===== src/rtl/wb_port_arbiter.sv =====
// rtl/wb_port_arbiter.sv - round-robin writeback arbiter feeding the single register-file write port
//
// Optional feature macro: WB_ARB_FWD_EN (adds decode bypass ports fwd_sr1/fwd_sr2/fwd_hit_one/fwd_hit_two/fwd_data)
//
// Ports:
//   CLK        in   clock, rising edge
//   reset      in   synchronous active-high reset
//   req_valid  in   [NUM_REQ]        requester i has a write pending
//   req_dr     in   [NUM_REQ*RA_W]   destination register, requester 0 at the LSBs
//   req_data   in   [NUM_REQ*XLEN]   write data, requester 0 at the LSBs
//   req_ready  out  [NUM_REQ]        one-hot grant (transfer = valid & ready)
//   wb_stall   in   freeze grants and hold the output stage
//   DR         out  [RA_W]           registered destination register
//   WB_DATA    out  [XLEN]           registered write data
//   ST_REG     out  registered write enable, masked while stalled or in reset
//   grant_id   out  [IDX_W]          requester that produced the current output stage
//   fwd_sr1/2  in   [RA_W]           decode source registers (WB_ARB_FWD_EN)
//   fwd_hit_*  out  live output-stage write matches the source (WB_ARB_FWD_EN)
//   fwd_data   out  [XLEN]           output-stage data for bypass (WB_ARB_FWD_EN)

module wb_port_arbiter #(
  parameter int NUM_REQ = 4,
  parameter int XLEN    = 64,
  parameter int RA_W    = 5,
  localparam int IDX_W  = (NUM_REQ > 1) ? $clog2(NUM_REQ) : 1
) (
  input  logic                     CLK,
  input  logic                     reset,
  input  logic [NUM_REQ-1:0]       req_valid,
  input  logic [NUM_REQ*RA_W-1:0]  req_dr,
  input  logic [NUM_REQ*XLEN-1:0]  req_data,
  output logic [NUM_REQ-1:0]       req_ready,
  input  logic                     wb_stall,
  output logic [RA_W-1:0]          DR,
  output logic [XLEN-1:0]          WB_DATA,
  output logic                     ST_REG,
  output logic [IDX_W-1:0]         grant_id
`ifdef WB_ARB_FWD_EN
  ,
  input  logic [RA_W-1:0]          fwd_sr1,
  input  logic [RA_W-1:0]          fwd_sr2,
  output logic                     fwd_hit_one,
  output logic                     fwd_hit_two,
  output logic [XLEN-1:0]          fwd_data
`endif
);

  localparam logic [IDX_W:0]   NUM_REQ_W = (IDX_W+1)'(NUM_REQ);
  localparam logic [IDX_W-1:0] LAST_IDX  = IDX_W'(NUM_REQ - 1);

  logic [IDX_W-1:0] rr_ptr;
  logic             st_q;

  logic             grant_found;
  logic [IDX_W-1:0] grant_idx;
  logic [IDX_W:0]   cand;
  logic [RA_W-1:0]  sel_dr;
  logic [XLEN-1:0]  sel_data;
  logic [IDX_W-1:0] rr_next;

  // Rotating priority search: first valid requester at or after rr_ptr.
  // cand carries one extra bit so rr_ptr + k never overflows before the
  // modulo correction.
  always_comb begin
    req_ready   = '0;
    grant_found = 1'b0;
    grant_idx   = '0;
    cand        = '0;
    if (!reset && !wb_stall) begin
      for (int k = 0; k < NUM_REQ; k++) begin
        cand = {1'b0, rr_ptr} + (IDX_W+1)'(k);
        if (cand >= NUM_REQ_W) begin
          cand = cand - NUM_REQ_W;
        end
        if (!grant_found && req_valid[cand[IDX_W-1:0]]) begin
          grant_found = 1'b1;
          grant_idx   = cand[IDX_W-1:0];
        end
      end
      req_ready[grant_idx] = grant_found;
    end
  end

  // Payload mux with constant slice offsets after unrolling.
  always_comb begin
    sel_dr   = '0;
    sel_data = '0;
    for (int i = 0; i < NUM_REQ; i++) begin
      if (grant_idx == IDX_W'(i)) begin
        sel_dr   = req_dr[i*RA_W +: RA_W];
        sel_data = req_data[i*XLEN +: XLEN];
      end
    end
  end

  assign rr_next = (grant_idx == LAST_IDX) ? '0 : grant_idx + 1'b1;

  // The stall leaves every register untouched so a pending write in the
  // output stage survives and is issued once the stall drops.
  always_ff @(posedge CLK) begin
    if (reset) begin
      rr_ptr   <= '0;
      st_q     <= 1'b0;
      DR       <= '0;
      WB_DATA  <= '0;
      grant_id <= '0;
    end else if (!wb_stall) begin
      if (grant_found) begin
        rr_ptr   <= rr_next;
        DR       <= sel_dr;
        WB_DATA  <= sel_data;
        grant_id <= grant_idx;
        // x0 writes are consumed from the requester but never enabled.
        st_q     <= |sel_dr;
      end else begin
        st_q     <= 1'b0;
      end
    end
  end

  // Masking with reset keeps a write that is being discarded off the port.
  assign ST_REG = st_q & ~wb_stall & ~reset;

`ifdef WB_ARB_FWD_EN
  // Bypass uses the stored flag: a stalled but still pending write is live.
  assign fwd_hit_one = st_q && (DR == fwd_sr1) && (DR != '0);
  assign fwd_hit_two = st_q && (DR == fwd_sr2) && (DR != '0);
  assign fwd_data    = WB_DATA;
`endif

endmodule

===== config.mk =====
export PLATFORM = sky130hd
export DESIGN_NAME = wb_port_arbiter
export DESIGN_NICKNAME = d
export VERILOG_FILES = /design/src/rtl/wb_port_arbiter.sv
export SDC_FILE = /design/constraint.sdc
export NUM_CORES = 1
export LEC_CHECK = 0
export CAP_MARGIN = 5
export CORE_MARGIN = 5
export CORE_UTILIZATION = 25
export DETAILED_ROUTE_END_ITERATION = 10
export PLACE_DENSITY = 0.75
export SLEW_MARGIN = 20
export SYNTH_ARGS = -nofsm -noshare
export SYNTH_HDL_FRONTEND = slang
export SYNTH_SLANG_ARGS = --single-unit
export TNS_END_PERCENT = 1

===== constraint.sdc =====
create_clock -name CLK -period 2.5 [get_ports CLK]
set_input_delay 0.5 -clock CLK [delete_from_list [all_inputs] [get_ports CLK]]
set_output_delay 0.5 -clock CLK [all_outputs]
set_load 0.02 [all_outputs]

==> flow_summary.yaml, run 1 <==
run_status:
  status: "complete, no violations"
global_route:
  grt_max_degree: 60
  grt-ovfl-total: 0
  antenna_found_initial: 0
  grt_pass1_vias: 6023
  track_usage_pct: 18.5
  grt_pass1_wl_um: 32800
detailed_routing:
  ant_nets: 0
  viasPerCell: 5.06
  drc: 0
  drt_iter0_drc: 280
  num_vias: 6181
  first_pass_iters: 4
  routedWlPerCell_um: 18.4
  routed_wl_um: 22400
layout:
  layout_commonest_cell: "clkdlybuf4s50_1"
  final_cells: 1222
  fillers: 1888
  final_cell_mix: "clkdlybuf4s50_1, a21oi_1, dfxtp_1"
  diodes: 0
  fin_area_um2: 9290
  area_delta_synth_final_pct: 89.9
  final_nets: 1239
  drive_gt1_share_pct: 11.7
timing:
  slew_violations: 0
  worst_pin_slew_ps: 661
  setup_violations: 0
  rsz0062_at_grt: "yes"
  hold_viol: 0
  relSlewSlack_pct: 55.9
  skew_ps: 10.9
  period_share_pct: 98.9
  fin_crit_ps: 2470
  fmax_mhz: 405
min_path:
  min-delay-start: "grant_id[0]"
  holdPathStages: 1
  hold_class: "reg2reg"
synthesis:
  netlist_area_um2: 4890
  synth_area_leaders: "dfxtp_1, a21oi_1, a211o_1, a221oi_1, a221oi_2"
  synth_flop_cell: "dfxtp_1"
  synthesis.nets: 891
  synth-edff-count: 0
  async_reset_ff_share_pct: 0
  synth_top_area_cell: "dfxtp_1"
  yosysWarnings: 0
  postSynthCellCount: 604
  ys_seq_area_share_pct: 30.3
  synth_area_per_cell_um2: 8.10
  ys_types: 42
  synth_seq_cells: 74
  yosys.area.top_type_share_pct: 30.3
run:
  drv_cap: 0
worst_setup_path:
  crit_required_ps: 2000
  critPathCaptureType: "primary output"
  r2r_setup_slack_ps: 50
  path_max_fanout: 4
  r2r-start: "rr_ptr[1]"
  cp-startpoint: "req_valid[0]"
  start_kind: "primary input"
  arrival_ps: 1970
  rr_worst_depth: 11
  crit_type: "in2out"
placement:
  placed_cell_area_um2: 8850
  dp.cells: 1200
  dpl.hpwl_um: 16900
  gpl.final_weighted_congestion: 0.881
  port_buffers: 358
clocking:
  cts_sinks: 74
  cts_buffer_depth: 2
  cts_buffers: 9
  postCtsHoldBufs: 0
  htree_levels: 3
  cts_tree: "done"
  cts-root-buf: "clkbuf_16"
  path_clk_slew_ps: 70
  clk-insertion-delay-late_ps: 340
floorplan:
  dieArea_um2: 22500
  die_h_um: 150
  die_w_um: 150
  floorplan.rows: 51
  initial_core_util_pct: 25.3
  ios: 359
  coreArea_um2: 19300
power:
  leakage_nw: 3.88
  power_density_nw_per_um2: 476
  ir_drop_mv: 0.293
worst paths after layout:
check / to
worst max-delay path: req_ready[1]
worst min-delay path: grant_id[0]
worst max register to register: st_q
worst min register to register: grant_id[0]
cells by family (layout without fill, tap and decap cells):
kind of cell             Yosys count  in the layout  share of synthesized area (%)
multiplexers                       1              1                          0.205
AO/OA/AOI/OAI                    351            351                           50.1
flip-flops                        74             74                           30.3
AND/OR/NAND/NOR                   31             31                           4.32
adder cells (fa/ha/maj)            4              4                           1.02
buffers and inverters            143            496                           14.1
sequential cells by signal (all words and copies together) (netlist names):
register,cells
DR,5
rr_ptr,2
st_q,1
grant_id,2
WB_DATA,64
per-stage QoR:
step / worst slack (ps) / TNS (ps) / hold WS (ps) / power [mW] / util (%)
floorplan: 35.2 / 0 / 476 / 2.12 / -
global placement: -568 / -35850 / 438 / 2.97 / 45.8
detailed placement: -633 / -40760 / 438 / 2.99 / 45.8
CTS: 14.3 / 0 / 453 / 4.48 / 47.9
global route: -69.1 / -540 / 479 / 4.66 / 48.0
finish: 28.5 / 0 / 454 / 4.42 / 48.0
report_power, final:
part | switching (mW) | internal [mW] | total (mW)
clock network | 0.528 | 0.903 | 1.43
logic | 0.677 | 0.941 | 1.62
registers | 0.0681 | 1.31 | 1.37
total | 1.27 | 3.15 | 4.42
synthesized netlist by cell type, drive strengths merged, types with 2 or more instances:
| library cell | count |
|---|---|
| a221oi | 65 |
| nor4 | 2 |
| nand3 | 3 |
| dfxtp | 74 |
| and2 | 2 |
| nor3b | 3 |
| a21oi | 202 |
| inv | 73 |
| a211o | 64 |
| buf | 33 |
| a221o | 3 |
| nand2b | 2 |
| a211oi | 2 |
| a2bb2oi | 4 |
| nor2 | 4 |
| clkbuf | 37 |
| nor3 | 2 |
| ha | 4 |
| nand2 | 9 |
| o22ai | 2 |
critical path: stages:
cell and delay, ps:
dlygate4sd2_1 270, buf_4 150, nand2_1 110, a21oi_4 90, nor4b_4 300, buf_4 180
buf_4 100, and2_1 100, buf_2 170
per-layer routing:
metal / vias up / part of all wire (%) / global-route usage, %
met2: 261 / 50 / 33.3
met3: 25 / 8.6 / 5.03
met4: 0 / 1.8 / 5.17
li1: 2970 / - / -
met1: 2925 / 40 / 21.4
met5: - / 0 / 0
timing repair:
action / 4_1_cts / 5_1_grt
gates cloned: 1 / 0
setup buffers: 4 / 1
endpoints found under the setup margin: 75 / 70
pin swaps: 2 / 2
gates resized for setup: 27 / 10
final cells by class:
| cell class | count | area (um^2) | area share [%] |
|---|---|---|---|
| timing repair buffer | 407 | 4070 | 43.8 |
| multi-input combinational | 387 | 2810 | 30.3 |
| sequential | 74 | 1480 | 16.0 |
| tap | 265 | 332 | 3.57 |
| inverter | 73 | 274 | 2.95 |
| clock buffer | 12 | 246 | 2.65 |
| clock inverter | 4 | 75.1 | 0.808 |
Power figures use the tool's default switching activity.
==> run 2: changes to the inputs <==
--- a/config.mk
+++ b/config.mk
@@ -11,4 +11,5 @@
 export DETAILED_ROUTE_END_ITERATION = 10
 export PLACE_DENSITY = 0.75
+export SKIP_LAST_GASP = 1
 export SLEW_MARGIN = 20
 export SYNTH_ARGS = -nofsm -noshare
==> constraint.sdc (replaced) <==
create_clock -name CLK -period 2.5 [get_ports CLK]
set_input_delay 0.25 -clock CLK [delete_from_list [all_inputs] [get_ports CLK]]
set_output_delay 0.25 -clock CLK [all_outputs]
set_load 0.02 [all_outputs]
==> run 2 against run 1 <==
Via count increased by 0.26%. Power decreased by 1.1%. Register-to-register slack improved by 50 ps. Critical path depth decreased by 1. Sequential share of layout area increased by 0.15 points.
==> flow_summary.yaml, run 2 (synthesized netlist as in run 1, its figures left out) <==
detailed_routing:
  ant_nets: 0
  routed_wl_um: 22600
  drc: 0
  first_pass_iters: 7
  viasPerCell: 5.11
  routedWlPerCell_um: 18.6
  num_vias: 6197
  drt_iter0_drc: 352
clocking:
  cts-root-buf: "clkbuf_16"
  cts_tree: "done"
  postCtsSetupRepairBufs: 0
  cts_buffer_depth: 2
  path_clk_slew_ps: 60
  cts_buffers: 9
  clk-insertion-delay-late_ps: 340
  cts_sinks: 74
  htree_levels: 3
worst_setup_path:
  r2r-start: "rr_ptr[0]"
  crit_family: "buffers and inverters"
  cp_cell_sequence: "clkdlybuf4s50_1 -> buf_4 -> mux2i_1 -> nor2_1 -> buf_4 -> nor3_1 -> nor3b_1 -> clkdlybuf4s50_1"
  cp-startpoint: "req_valid[0]"
  crit_required_ps: 2250
  r2r_setup_slack_ps: 100
  cpPeakStageDelay_ps: 630
  cp.depth: 8
  path_max_fanout: 3
  start_kind: "primary input"
  worst-path-buf-inv: 4
  crit_type: "in2out"
  rr_worst_depth: 10
  crit_path_top_delay_cell: "clkdlybuf4s50_1"
  crit_end: "req_ready[0]"
  r2r-end: "WB_DATA[27]"
  arrival_ps: 2220
  critPathCaptureType: "primary output"
placement:
  gpl.final_weighted_congestion: 0.887
  dpl.hpwl_um: 17200
  dp_slack_ps: -289
  port_buffers: 358
timing:
  period_share_pct: 99.0
  layout_setup_ws_ps: 25.4
  hold_viol: 0
  whs_ps: 451
  fin_crit_ps: 2470
  skew_ps: 10.8
  fmax_mhz: 404
  relSlewSlack_pct: 55.5
  setup_violations: 0
  worst_pin_slew_ps: 668
  rsz0062_at_grt: "yes"
  slew_violations: 0
  finalSetupTns_ps: 0
power:
  comb_power_share_pct: 36.4
  ir_drop_mv: 0.297
  leakage_nw: 3.82
  p_switching_mw: 1.27
  p_clk_share_pct: 32.1
  power_density_nw_per_um2: 475
  cellInternalPower_mw: 3.11
  swShare_pct: 29.0
  seqPwrFrac_pct: 31.4
layout:
  largest_reg_flops: 64
  area_delta_synth_final_pct: 88.1
  final_nets: 1230
  diodes: 0
  layout_commonest_cell: "clkdlybuf4s50_1"
  drive_gt1_share_pct: 9.60
  final_cell_mix: "clkdlybuf4s50_1, a21oi_1, dfxtp_1"
  reg_top3: "WB_DATA x64, DR x5"
  top_register: "WB_DATA"
floorplan:
  ios: 359
  dieArea_um2: 22500
  die_h_um: 150
  coreArea_um2: 19300
  initial_core_util_pct: 25.3
  floorplan.rows: 51
  die_w_um: 150
global_route:
  track_usage_pct: 18.7
  grt-ovfl-total: 0
  antenna_found_initial: 0
  grt_pass1_vias: 6044
  grt_pass1_wl_um: 33300
  grt_max_degree: 71
min_path:
  hold_class: "reg2reg"
run_status:
  status: "complete, no violations"
run:
  drv_cap: 0
==> run 2: cell count changes in the layout (fill, tap and decap cells not counted), sizes merged, moves of 2 or more <==
| cell | delta |
|---|---|
| clkinv | +3 |
| clkdlybuf4s50 | +9 |
| buf | -11 |
| clkinvlp | -2 |
| dlygate4sd2 | -5 |
==> run 2: metal layers <==
metal  GRT usage, %  vias to the layer above  wire length (um)
met5              0                        -                 0
met4           6.54                        0               691
met3           5.51                       41              2120
met2           32.2                      298             10900
met1           22.2                     2908              8910
li1               -                     2950                 -
==> run 2: cell type report <==
cell class                      instances  area [um^2]
Fill cell                            1879        10100
Timing Repair Buffer                  398         4040
Multi-Input combinational cell        387         2760
Sequential cell                        74         1480
Tap cell                              265          332
Inverter                               73          274
Clock buffer                           11          233
Clock inverter                          5         78.8
==> run 2: worst min-delay path by stage <==
stage                     cells past startpoint  slack (ps)           to     startpoint
after floorplan                               2         440  WB_DATA[52]  req_data[244]
after global placement                        2         450        DR[2]          DR[2]
after detailed placement                      2         450        DR[2]          DR[2]
after CTS                                     2         460        DR[2]          DR[2]
after global routing                          2         490        DR[2]          DR[2]
final                                         2         450        DR[2]          DR[2]
==> run 2: worst reg2reg max path: cells and delay by family, from the launching register on <==
| kind | cells | cell delay, ps |
|---|---|---|
| and+or+nand+nor | 1 | 220 |
| AOI/OAI and AO/OA | 5 | 1000 |
| buffers and inverters | 3 | 560 |
| DFF | 1 | 340 |
| adders and majority gates | 1 | 190 |
==> run 2: what timing repair did <==
action / in CTS / in global routing
endpoints found under the setup margin: 3 / 65
gates cloned: 0 / 0
pin swaps: 0 / 0
gates resized for setup: 2 / 2
hold buffers: 0 / 0
==> run 2: metrics by stage <==
stage	utilization, %	power, mW	std cells	instance area, um^2
6_report	47.6	4.37	1213	9200
3_3_place_gp	45.9	2.98	1197	8880
2_1_floorplan	-	2.12	604	4890
4_1_cts	47.5	4.43	1213	9190
3_5_place_dp	45.9	2.99	1197	8880
5_1_grt	47.6	4.61	1213	9200
==> run 2: power by group through the flow <==
stage          registers (mW)  logic, mW  clock network (mW)
2_1_floorplan            1.54      0.581                   0
3_3_place_gp             1.40       1.58                   0
3_5_place_dp             1.40       1.59                   0
4_1_cts                  1.38       1.60                1.46
5_1_grt                  1.39       1.71                1.51
6_report                 1.37       1.59                1.41
==> run 3: changes to the inputs <==
- CTS_BUF_LIST: default -> sky130_fd_sc_hd__clkbuf_8
==> run 3 against run 2 <==
The run now ends with negative setup slack left. Sequential power hardly changed. Global-route usage hardly changed. Via count is 0.74% higher. Critical path type unchanged. Cell area is 1.1% lower.
==> flow_summary.yaml, run 3 (synthesized netlist as in run 1, its figures left out) <==
layout:
  area_delta_synth_final_pct: 86.0
  final_cell_mix: "clkdlybuf4s50_1, a21oi_1, inv_1"
  reg_top3: "WB_DATA x64, DR x5"
  fillers: 1883
  layout_commonest_cell: "clkdlybuf4s50_1"
  drive_gt1_share_pct: 9.49
  final_nets: 1230
  final_cells: 1213
  diodes: 0
  largest_reg_flops: 64
  top_register: "WB_DATA"
run_status:
  failed_checks: "negative setup slack"
  status: "complete, but fails checks"
detailed_routing:
  ant_nets: 0
  drt_iter0_drc: 319
  drc: 0
  num_vias: 6243
  routedWlPerCell_um: 18.7
  first_pass_iters: 6
  routed_wl_um: 22600
  viasPerCell: 5.15
worst_setup_path:
  path_max_fanout: 3
  crit_required_ps: 2250
  start_kind: "primary input"
  critPathCaptureType: "primary output"
  arrival_ps: 2280
  crit_type: "in2out"
floorplan:
  dieArea_um2: 22500
  floorplan.rows: 51
  die_h_um: 150
  ios: 359
  die_w_um: 150
  initial_core_util_pct: 25.3
  coreArea_um2: 19300
timing:
  fmax_mhz: 395
  rsz0062_at_grt: "yes"
  skew_ps: 18.5
  finalSetupTns_ps: -31.1
  slew_violations: 0
  period_share_pct: 101
  worst_pin_slew_ps: 677
  setup_violations: 1
  hold_viol: 0
  fin_crit_ps: 2530
  relSlewSlack_pct: 54.9
  layout_setup_ws_ps: -31.1
global_route:
  track_usage_pct: 18.7
  antenna_found_initial: 0
  grt-ovfl-total: 0
  grt_pass1_vias: 6042
  grt_pass1_wl_um: 33300
  grt_max_degree: 71
placement:
  gpl.final_weighted_congestion: 0.887
  port_buffers: 358
  dp.cells: 1197
  dpl.hpwl_um: 17200
power:
  power_density_nw_per_um2: 442
  leakage_nw: 3.78
  ir_drop_mv: 0.247
clocking:
  postCtsHoldBufs: 0
  cts_sinks: 74
  cts-root-buf: "clkbuf_8"
  postCtsSetupRepairBufs: 0
  cts_buffers: 9
  htree_levels: 3
  clk-insertion-delay-late_ps: 360
  path_clk_slew_ps: 70
  cts_buffer_depth: 2
  cts_tree: "done"
min_path:
  hold_class: "reg2reg"
run:
  drv_cap: 0
[run 3: cell types whose count changed in the layout (fill, tap and decap cells not counted)]
cell       before  now
a21oi_1       198  199
a21oi_2         4    3
clkbuf_1        2    0
clkbuf_16       9    0
clkbuf_8        0    9
inv_1          72   74
[run 3: area by class of cell]
class,instances,area (um^2),share of cell area [%]
flip-flops and latches,74,1480,16.3
clock buffers,9,124,1.36
clock inverters,7,86.3,0.949
inverters,73,274,3.01
well taps,265,332,3.65
repair buffers,398,4040,44.4
multi-input cells,387,2760,30.3
[run 3: metrics by stage]
step	hold slack (ps)	instance area (um^2)	util [%]	power, mW	setup WS, ps
2_1_floorplan	444	4890	-	2.12	41.5
3_3_place_gp	447	8880	45.9	2.98	-250
3_5_place_dp	449	8880	45.9	2.99	-289
4_1_cts	458	9090	47.0	4.08	-46.9
5_1_grt	488	9090	47.0	4.24	-157
6_report	454	9090	47.0	4.02	-31.1
[run 3: final timing paths]
check                                    end  cells after the start          from  slack [ps]
worst min-delay path                   DR[2]                      2         DR[2]         450
worst max register to register   WB_DATA[27]                     10     rr_ptr[0]          90
worst max-delay path            req_ready[0]                      8  req_valid[0]         -30
worst min register to register         DR[2]                      2         DR[2]         450
[run 3: report_power, final]
part           internal, mW  switching (mW)  total, mW
logic                 0.926           0.668       1.59
registers              1.30          0.0690       1.37
clock network         0.555           0.493       1.05
total                  2.78            1.23       4.02
[run 3: layer usage]
metal / track usage, % / vias to the layer above / wire [um]
li1: - / 2948 / -
met3: 5.03 / 24 / 2220
met4: 5.31 / 0 / 401
met2: 32.8 / 330 / 11200
met1: 22.4 / 2941 / 8860
met5: 0 / - / 0
[run 3: critical path, cell delays in order]
cell             delay, ps
clkdlybuf4s50_1        490
buf_4                  140
nand2_1                 50
a21oi_1                280
buf_4                  170
nor3_1                  50
nor3b_1                200
clkdlybuf4s50_1        630
[run 3: what timing repair did]
item / 4_1_cts / 5_1_grt
gates resized for setup: 2 / 1
setup endpoints to repair: 3 / 45
cloned: 0 / 0
pin swaps: 0 / 0
